$ cat config.mk
export PLATFORM = sky130hd
export DESIGN_NAME = qspi_rx_ctrl
export DESIGN_NICKNAME = d
export VERILOG_FILES = /design/src/rtl/qspi_rx_ctrl.sv
export SDC_FILE = /design/constraint.sdc
export NUM_CORES = 1
export LEC_CHECK = 0
export ABC_AREA = 1
export CORE_ASPECT_RATIO = 1.1
export CORE_MARGIN = 3
export CORE_UTILIZATION = 40
export CTS_CLUSTER_SIZE = 28
export DETAILED_ROUTE_END_ITERATION = 8
export PLACE_DENSITY = 0.73
export SYNTH_ARGS = -nofsm -noshare
export SYNTH_HDL_FRONTEND = slang
export SYNTH_SLANG_ARGS = --single-unit
$ cat constraint.sdc
create_clock -name clk_i -period 3.54 [get_ports clk_i]
set_input_delay 0.885 -clock clk_i [delete_from_list [all_inputs] [get_ports clk_i]]
set_output_delay 0.885 -clock clk_i [all_outputs]
set_load 0.02 [all_outputs]
$ cat src/rtl/qspi_rx_ctrl.sv
// Quad-SPI receive sequencer: frames CS/SCK, dummy and nibble phases around
// qspi_rx_shift, then returns the masked read word over a valid/ready handshake.
module qspi_rx_ctrl #(
  parameter int DW      = 32,
  parameter int DUMMY_W = 4
) (
  input  logic               clk_i,
  input  logic               rst_ni,
  input  logic               start_i,
  input  logic [1:0]         nbytes_i,
  input  logic [DUMMY_W-1:0] dummy_i,
  input  logic               lsb_first_i,
  input  logic               abort_i,
  output logic               cs_no,
  output logic               sck_en_o,
  output logic               shift_valid_o,
  output logic               shift_lsb_o,
  output logic               shift_msb_o,
  input  logic [DW-1:0]      shift_data_i,
  output logic [DW-1:0]      rdata_o,
  output logic               rdata_valid_o,
  input  logic               rdata_ready_i,
  output logic               busy_o
);

  typedef enum logic [2:0] {
    IDLE   = 3'd0,
    SETUP  = 3'd1,
    DUMMY  = 3'd2,
    SHIFT  = 3'd3,
    SETTLE = 3'd4,
    RESP   = 3'd5
  } state_t;

  localparam int NB = DW / 8;

  state_t             state_q, state_d;
  logic [1:0]         nbytes_q, nbytes_d;
  logic [DUMMY_W-1:0] dummy_q, dummy_d;
  logic               lsb_first_q, lsb_first_d;
  logic [DUMMY_W-1:0] dcnt_q, dcnt_d;
  logic [2:0]         nib_q, nib_d;
  logic [DW-1:0]      rdata_q, rdata_d;
  logic               rvalid_q, rvalid_d;
  logic               cs_n_q, cs_n_d;
  logic               sck_en_q, sck_en_d;
  logic               svalid_q, svalid_d;
  logic               slsb_q, slsb_d;
  logic               smsb_q, smsb_d;
  logic [DW-1:0]      byte_mask;

  // Keep only the bytes actually transferred; stale shifter bits above are zeroed.
  for (genvar gi = 0; gi < NB; gi++) begin : g_mask
    assign byte_mask[gi*8 +: 8] = (gi <= int'(nbytes_q)) ? 8'hFF : 8'h00;
  end

  always_comb begin
    state_d     = state_q;
    nbytes_d    = nbytes_q;
    dummy_d     = dummy_q;
    lsb_first_d = lsb_first_q;
    dcnt_d      = dcnt_q;
    nib_d       = nib_q;
    rdata_d     = rdata_q;
    rvalid_d    = rvalid_q;

    case (state_q)
      IDLE: begin
        if (start_i) begin
          nbytes_d    = nbytes_i;
          dummy_d     = dummy_i;
          lsb_first_d = lsb_first_i;
          state_d     = SETUP;
        end
      end
      SETUP: begin
        if (abort_i) begin
          state_d = IDLE;
        end else if (dummy_q != '0) begin
          dcnt_d  = dummy_q;
          state_d = DUMMY;
        end else begin
          nib_d   = {nbytes_q, 1'b1};
          state_d = SHIFT;
        end
      end
      DUMMY: begin
        if (abort_i) begin
          dcnt_d  = '0;
          state_d = IDLE;
        end else if (dcnt_q == DUMMY_W'(1)) begin
          dcnt_d  = '0;
          nib_d   = {nbytes_q, 1'b1};
          state_d = SHIFT;
        end else begin
          dcnt_d = dcnt_q - DUMMY_W'(1);
        end
      end
      SHIFT: begin
        if (abort_i) begin
          nib_d   = '0;
          state_d = IDLE;
        end else if (nib_q == 3'd0) begin
          state_d = SETTLE;
        end else begin
          nib_d = nib_q - 3'd1;
        end
      end
      SETTLE: begin
        if (abort_i) begin
          state_d = IDLE;
        end else begin
          rdata_d  = shift_data_i & byte_mask;
          rvalid_d = 1'b1;
          state_d  = RESP;
        end
      end
      RESP: begin
        if (rdata_ready_i) begin
          rvalid_d = 1'b0;
          state_d  = IDLE;
        end
      end
      default: state_d = IDLE;
    endcase

    // Pin outputs are decoded from the next state so they register in step with it.
    cs_n_d   = !(state_d == SETUP || state_d == DUMMY || state_d == SHIFT);
    sck_en_d = (state_d == DUMMY) || (state_d == SHIFT);
    svalid_d = (state_d == SHIFT);
    slsb_d   = svalid_d & lsb_first_d;
    smsb_d   = svalid_d & ~lsb_first_d;
  end

  always_ff @(posedge clk_i) begin
    if (!rst_ni) begin
      state_q     <= IDLE;
      nbytes_q    <= '0;
      dummy_q     <= '0;
      lsb_first_q <= 1'b0;
      dcnt_q      <= '0;
      nib_q       <= '0;
      rdata_q     <= '0;
      rvalid_q    <= 1'b0;
      cs_n_q      <= 1'b1;
      sck_en_q    <= 1'b0;
      svalid_q    <= 1'b0;
      slsb_q      <= 1'b0;
      smsb_q      <= 1'b0;
    end else begin
      state_q     <= state_d;
      nbytes_q    <= nbytes_d;
      dummy_q     <= dummy_d;
      lsb_first_q <= lsb_first_d;
      dcnt_q      <= dcnt_d;
      nib_q       <= nib_d;
      rdata_q     <= rdata_d;
      rvalid_q    <= rvalid_d;
      cs_n_q      <= cs_n_d;
      sck_en_q    <= sck_en_d;
      svalid_q    <= svalid_d;
      slsb_q      <= slsb_d;
      smsb_q      <= smsb_d;
    end
  end

  assign cs_no         = cs_n_q;
  assign sck_en_o      = sck_en_q;
  assign shift_valid_o = svalid_q;
  assign shift_lsb_o   = slsb_q;
  assign shift_msb_o   = smsb_q;
  assign rdata_o       = rdata_q;
  assign rdata_valid_o = rvalid_q;
  assign busy_o        = (state_q != IDLE);

endmodule

==> implementation parameters <==
Parameter                              Value

Run status
  Result of the run ... complete, no violations

Clocking
  Hold_buf cts ... 0
  TritonCTS Buffers ... 5
  H-tree lvl count ... 2
  CTS Root Cell ... sky130_fd_sc_hd__clkbuf_8
  Post-CTS resize count ... 0
  Clock tree from TritonCTS ... done
  Post CTS Setup Buffer Count ... 0
  Maximum clock insertion buffer count ... 2
  Skew-Pair Late Insertion Delay ... 300 ps
  Clock sinks ... 55
  Clock-pin slew on the worst setup and hold paths ... 90 ps

Route
  Post-route DRC violation count ... 0
  Post-detailed-route wirelength per cell ... 12.63 µm
  Detailed Routing Iterations Pass 1 ... 4
  Count of vias placed by the detailed router ... 2244
  Vias per Instance ... 4.889
  Remaining antenna violation count after routing ... 0
  Final wirelength ... 5.799 mm
  Starting DRT DRC Count ... 102

Logic synthesis
  Count of unique library cells instantiated by Yosys ... 28
  Fraction of post-synthesis cell area in the top cell type by area ... 0.4770
  Most frequently used cell type in the post-synthesis netlist ... sky130_fd_sc_hd__dfxtp_1
  Warnings, synthesis ... 0
  Post-synth net total ... 353
  FF+latch count, synth ... 55
  Commonest cells post-synth ... 55 x sky130_fd_sc_hd__dfxtp_1, 50 x sky130_fd_sc_hd__nand2_1, 45 x sky130_fd_sc_hd__nor2_1
  Synth area leaders ... sky130_fd_sc_hd__dfxtp_1 48%, sky130_fd_sc_hd__nand2_1 8.1%, sky130_fd_sc_hd__nor2_1 7.3%, sky130_fd_sc_hd__a21oi_1 7.2%, sky130_fd_sc_hd__nand3_1 6.9%
  Most used flip-flop cell after synthesis ... sky130_fd_sc_hd__dfxtp_1
  Synth Cell Area ... 2308 µm²
  Sequential-to-total area share from yosys stat ... 0.4770
  Cells after Synth ... 305
  Async set or reset register ratio after synthesis ... 0
  Dominant cell type by area after synthesis ... sky130_fd_sc_hd__dfxtp_1
  EDFF count, synth ... 0
  Synthesized area per cell ... 7.569 µm²

Worst hold path
  Hold Crit Depth ... 2
  Sink of the worst hold path ... rdata_o[20]
  Min-delay src ... rdata_o[20]
  Worst hold path class ... flip-flop to flip-flop

Cells and area
  Area delta synth->final ... 41.84%
  Final standard cell area without fillers ... 3274 µm²
  Register cell area after layout ... 1101 µm²
  Area taken by multi-input logic gates ... 1020 µm²
  Number of standard cells in the layout, taps in and fillers out ... 459
  Utilization after layout ... 0.5991
  Number of filler cells placed in the layout ... 536
  Total inserted antenna cells ... 0
  Number of nets in the final layout ... 431
  Fraction of layout cells with a size suffix above 1 ... 0.06510

Global route
  Wire length of the first global-routing pass ... 9.459 mm
  Number of global-route vias before repair ... 2055
  Maximum number of pins on one net before global-route repair ... 34
  Number of antenna violations at the first check in global routing ... 0
  Total Routing Usage GR ... 0.1714
  Remaining global-route overflow ... 0

Place
  Post-placement cell area ... 3157 µm²
  Number of cells in the design after placement ... 451
  Port buffer count ... 82
  Final weighted congestion of routability-driven global placement ... 0.9239
  HPWL reported at the end of detailed placement ... 4.362 mm

Worst setup path
  Startpoint type of the worst setup path ... flip-flop
  Critical path required time ... 2650 ps
  Master of the slowest instance on the critical path ... sky130_fd_sc_hd__clkdlybuf4s50_1
  End of the worst register-to-register path ... rdata_valid_o
  Crit path DAT ... 1600 ps
  Buffers & Inverters on Critical Path ... 1
  Critical path peak fanout ... 8
  Kind of critical path ... flip-flop to output port
  Reg-to-reg critical path startpoint ... state_q[0]
  Total stage count of the critical path ... 3
  Setup slack of the most critical reg-to-reg path ... 1990 ps
  Critical path endpoint category ... output port
  Delay of the slowest cell on the worst path ... 590 ps
  Worst Reg2Reg Path Length in Cells ... 5
  Kind of cell adding the most delay to the critical path ... buffers and inverters
  Series of cell instances along the critical path ... nor2_4 > nand2_1 > clkdlybuf4s50_1

STA
  Relative slew margins ... 0.7121
  Setup skew after layout ... 6.268 ps
  Fmax ... 402.9 MHz
  Max-slew violations ... 0
  Share of the cycle needed by the critical path after routing ... 0.7012
  Count of final hold-check violations ... 0
  RSZ-0062 raised after global routing ... false
  Total of endpoints with negative setup slack in the final report ... 0
  Transition time at the pin with the least slew margin ... 431.3 ps
  Post-layout minimum cycle time ... 2482 ps
  Setup_tns ... 0 ps

Flow run
  Max Cap Violations ... 0

Floorplan
  Floorplan row count ... 28
  Die Ht ... 85.68 µm
  Core outline area ... 5465 µm²
  Horiz. Die Dim ... 78.43 µm
  Die area ... 6719 µm²
  I/O pin count ... 83
  Starting Density ... 0.4224

Power and ir drop
  Leakage dissipation ... 1.249 nW
  Cell Pwr Density ... 380.1 nW/µm²
  Power after layout ... 1.245 mW
  Peak ir drop on the vdd network ... 0.2721 mV
metal layers:
| metal | global-route usage | up-vias | routed length, µm |
|---|---|---|---|
| met1 | 0.2201 | 1029 | 2632 |
| met4 | 0.02862 | 0 | 32 |
| met5 | 0 | - | 0 |
| li1 | - | 1147 | - |
| met3 | 0.04832 | 6 | 374 |
| met2 | 0.2921 | 62 | 2759 |
worst max-delay path by stage:
| stage | from | end | slack (ps) |
|---|---|---|---|
| finish | state_q[0] | busy_o | 1060 |
| global route | state_q[2] | busy_o | 960 |
| CTS | state_q[0] | busy_o | 1030 |
| detailed placement | abort_i | rdata_valid_o | 990 |
| global placement | abort_i | rdata_valid_o | 1030 |
| floorplan | abort_i | rdata_o[2] | 1930 |
metrics by stage:
step	hold slack (ps)	worst slack, ps
2_1_floorplan	443.5	1928
3_3_place_gp	451.2	1030
3_5_place_dp	455.2	992.1
4_1_cts	472.2	1028
5_1_grt	487.0	959.6
6_report	470.6	1058
registers in the layout (all words and copies together) (netlist names), 2 cells and up:
signal and count:
dcnt_q 4, state_q 3, nib_q 3, dummy_q 4
nbytes_q 2, rdata_o 32
cell families (layout without fill, tap and decap cells):
logic type	Yosys count	after routing	synth area share
AND/OR/NAND/NOR	138	138	0.2618
AO/OA/AOI/OAI	65	65	0.1469
adder cells (fa/ha/maj)	4	4	0.02168
XOR/XNOR	3	3	0.01138
buffers and inverters	40	119	0.08130
flip-flops	55	55	0.4770
cell type report:
type	count	share of cell area
tap	75	0.02866
multi-input combinational	210	0.3114
clock inverter	2	0.01070
timing repair buffer	85	0.2575
inverter	26	0.03019
clock buffer	6	0.02522
sequential	55	0.3363
power by group:
part | internal, mW | switching (mW)
Sequential | 0.637 | 0.0151
Combinational | 0.0845 | 0.0853
Clock | 0.229 | 0.194
cells in the final DEF (no fill, tap or decap), types with 2 or more instances in the layout:
cell type and count:
sky130_fd_sc_hd__inv_2 4, sky130_fd_sc_hd__inv_1 21, sky130_fd_sc_hd__dfxtp_1 55, sky130_fd_sc_hd__clkinv_2 2
sky130_fd_sc_hd__nand2_1 50, sky130_fd_sc_hd__nor2_2 4, sky130_fd_sc_hd__a21oi_1 33, sky130_fd_sc_hd__clkbuf_8 6
sky130_fd_sc_hd__ha_1 4, sky130_fd_sc_hd__nor2_1 45, sky130_fd_sc_hd__o21ai_0 24, sky130_fd_sc_hd__clkdlybuf4s50_1 82
sky130_fd_sc_hd__nand3_1 32, sky130_fd_sc_hd__o22ai_1 5, sky130_fd_sc_hd__xnor2_1 2, sky130_fd_sc_hd__buf_4 3
worst reg2reg max path, cell delays in order, from the launching register on:
cell                       delay [ps]
sky130_fd_sc_hd__dfxtp_1          550
sky130_fd_sc_hd__nor2_4            90
sky130_fd_sc_hd__nand3_2          100
sky130_fd_sc_hd__clkinv_2         360
sky130_fd_sc_hd__o21ai_0          300
sky130_fd_sc_hd__nor2_1            60
(Power assumes the default switching activity.)
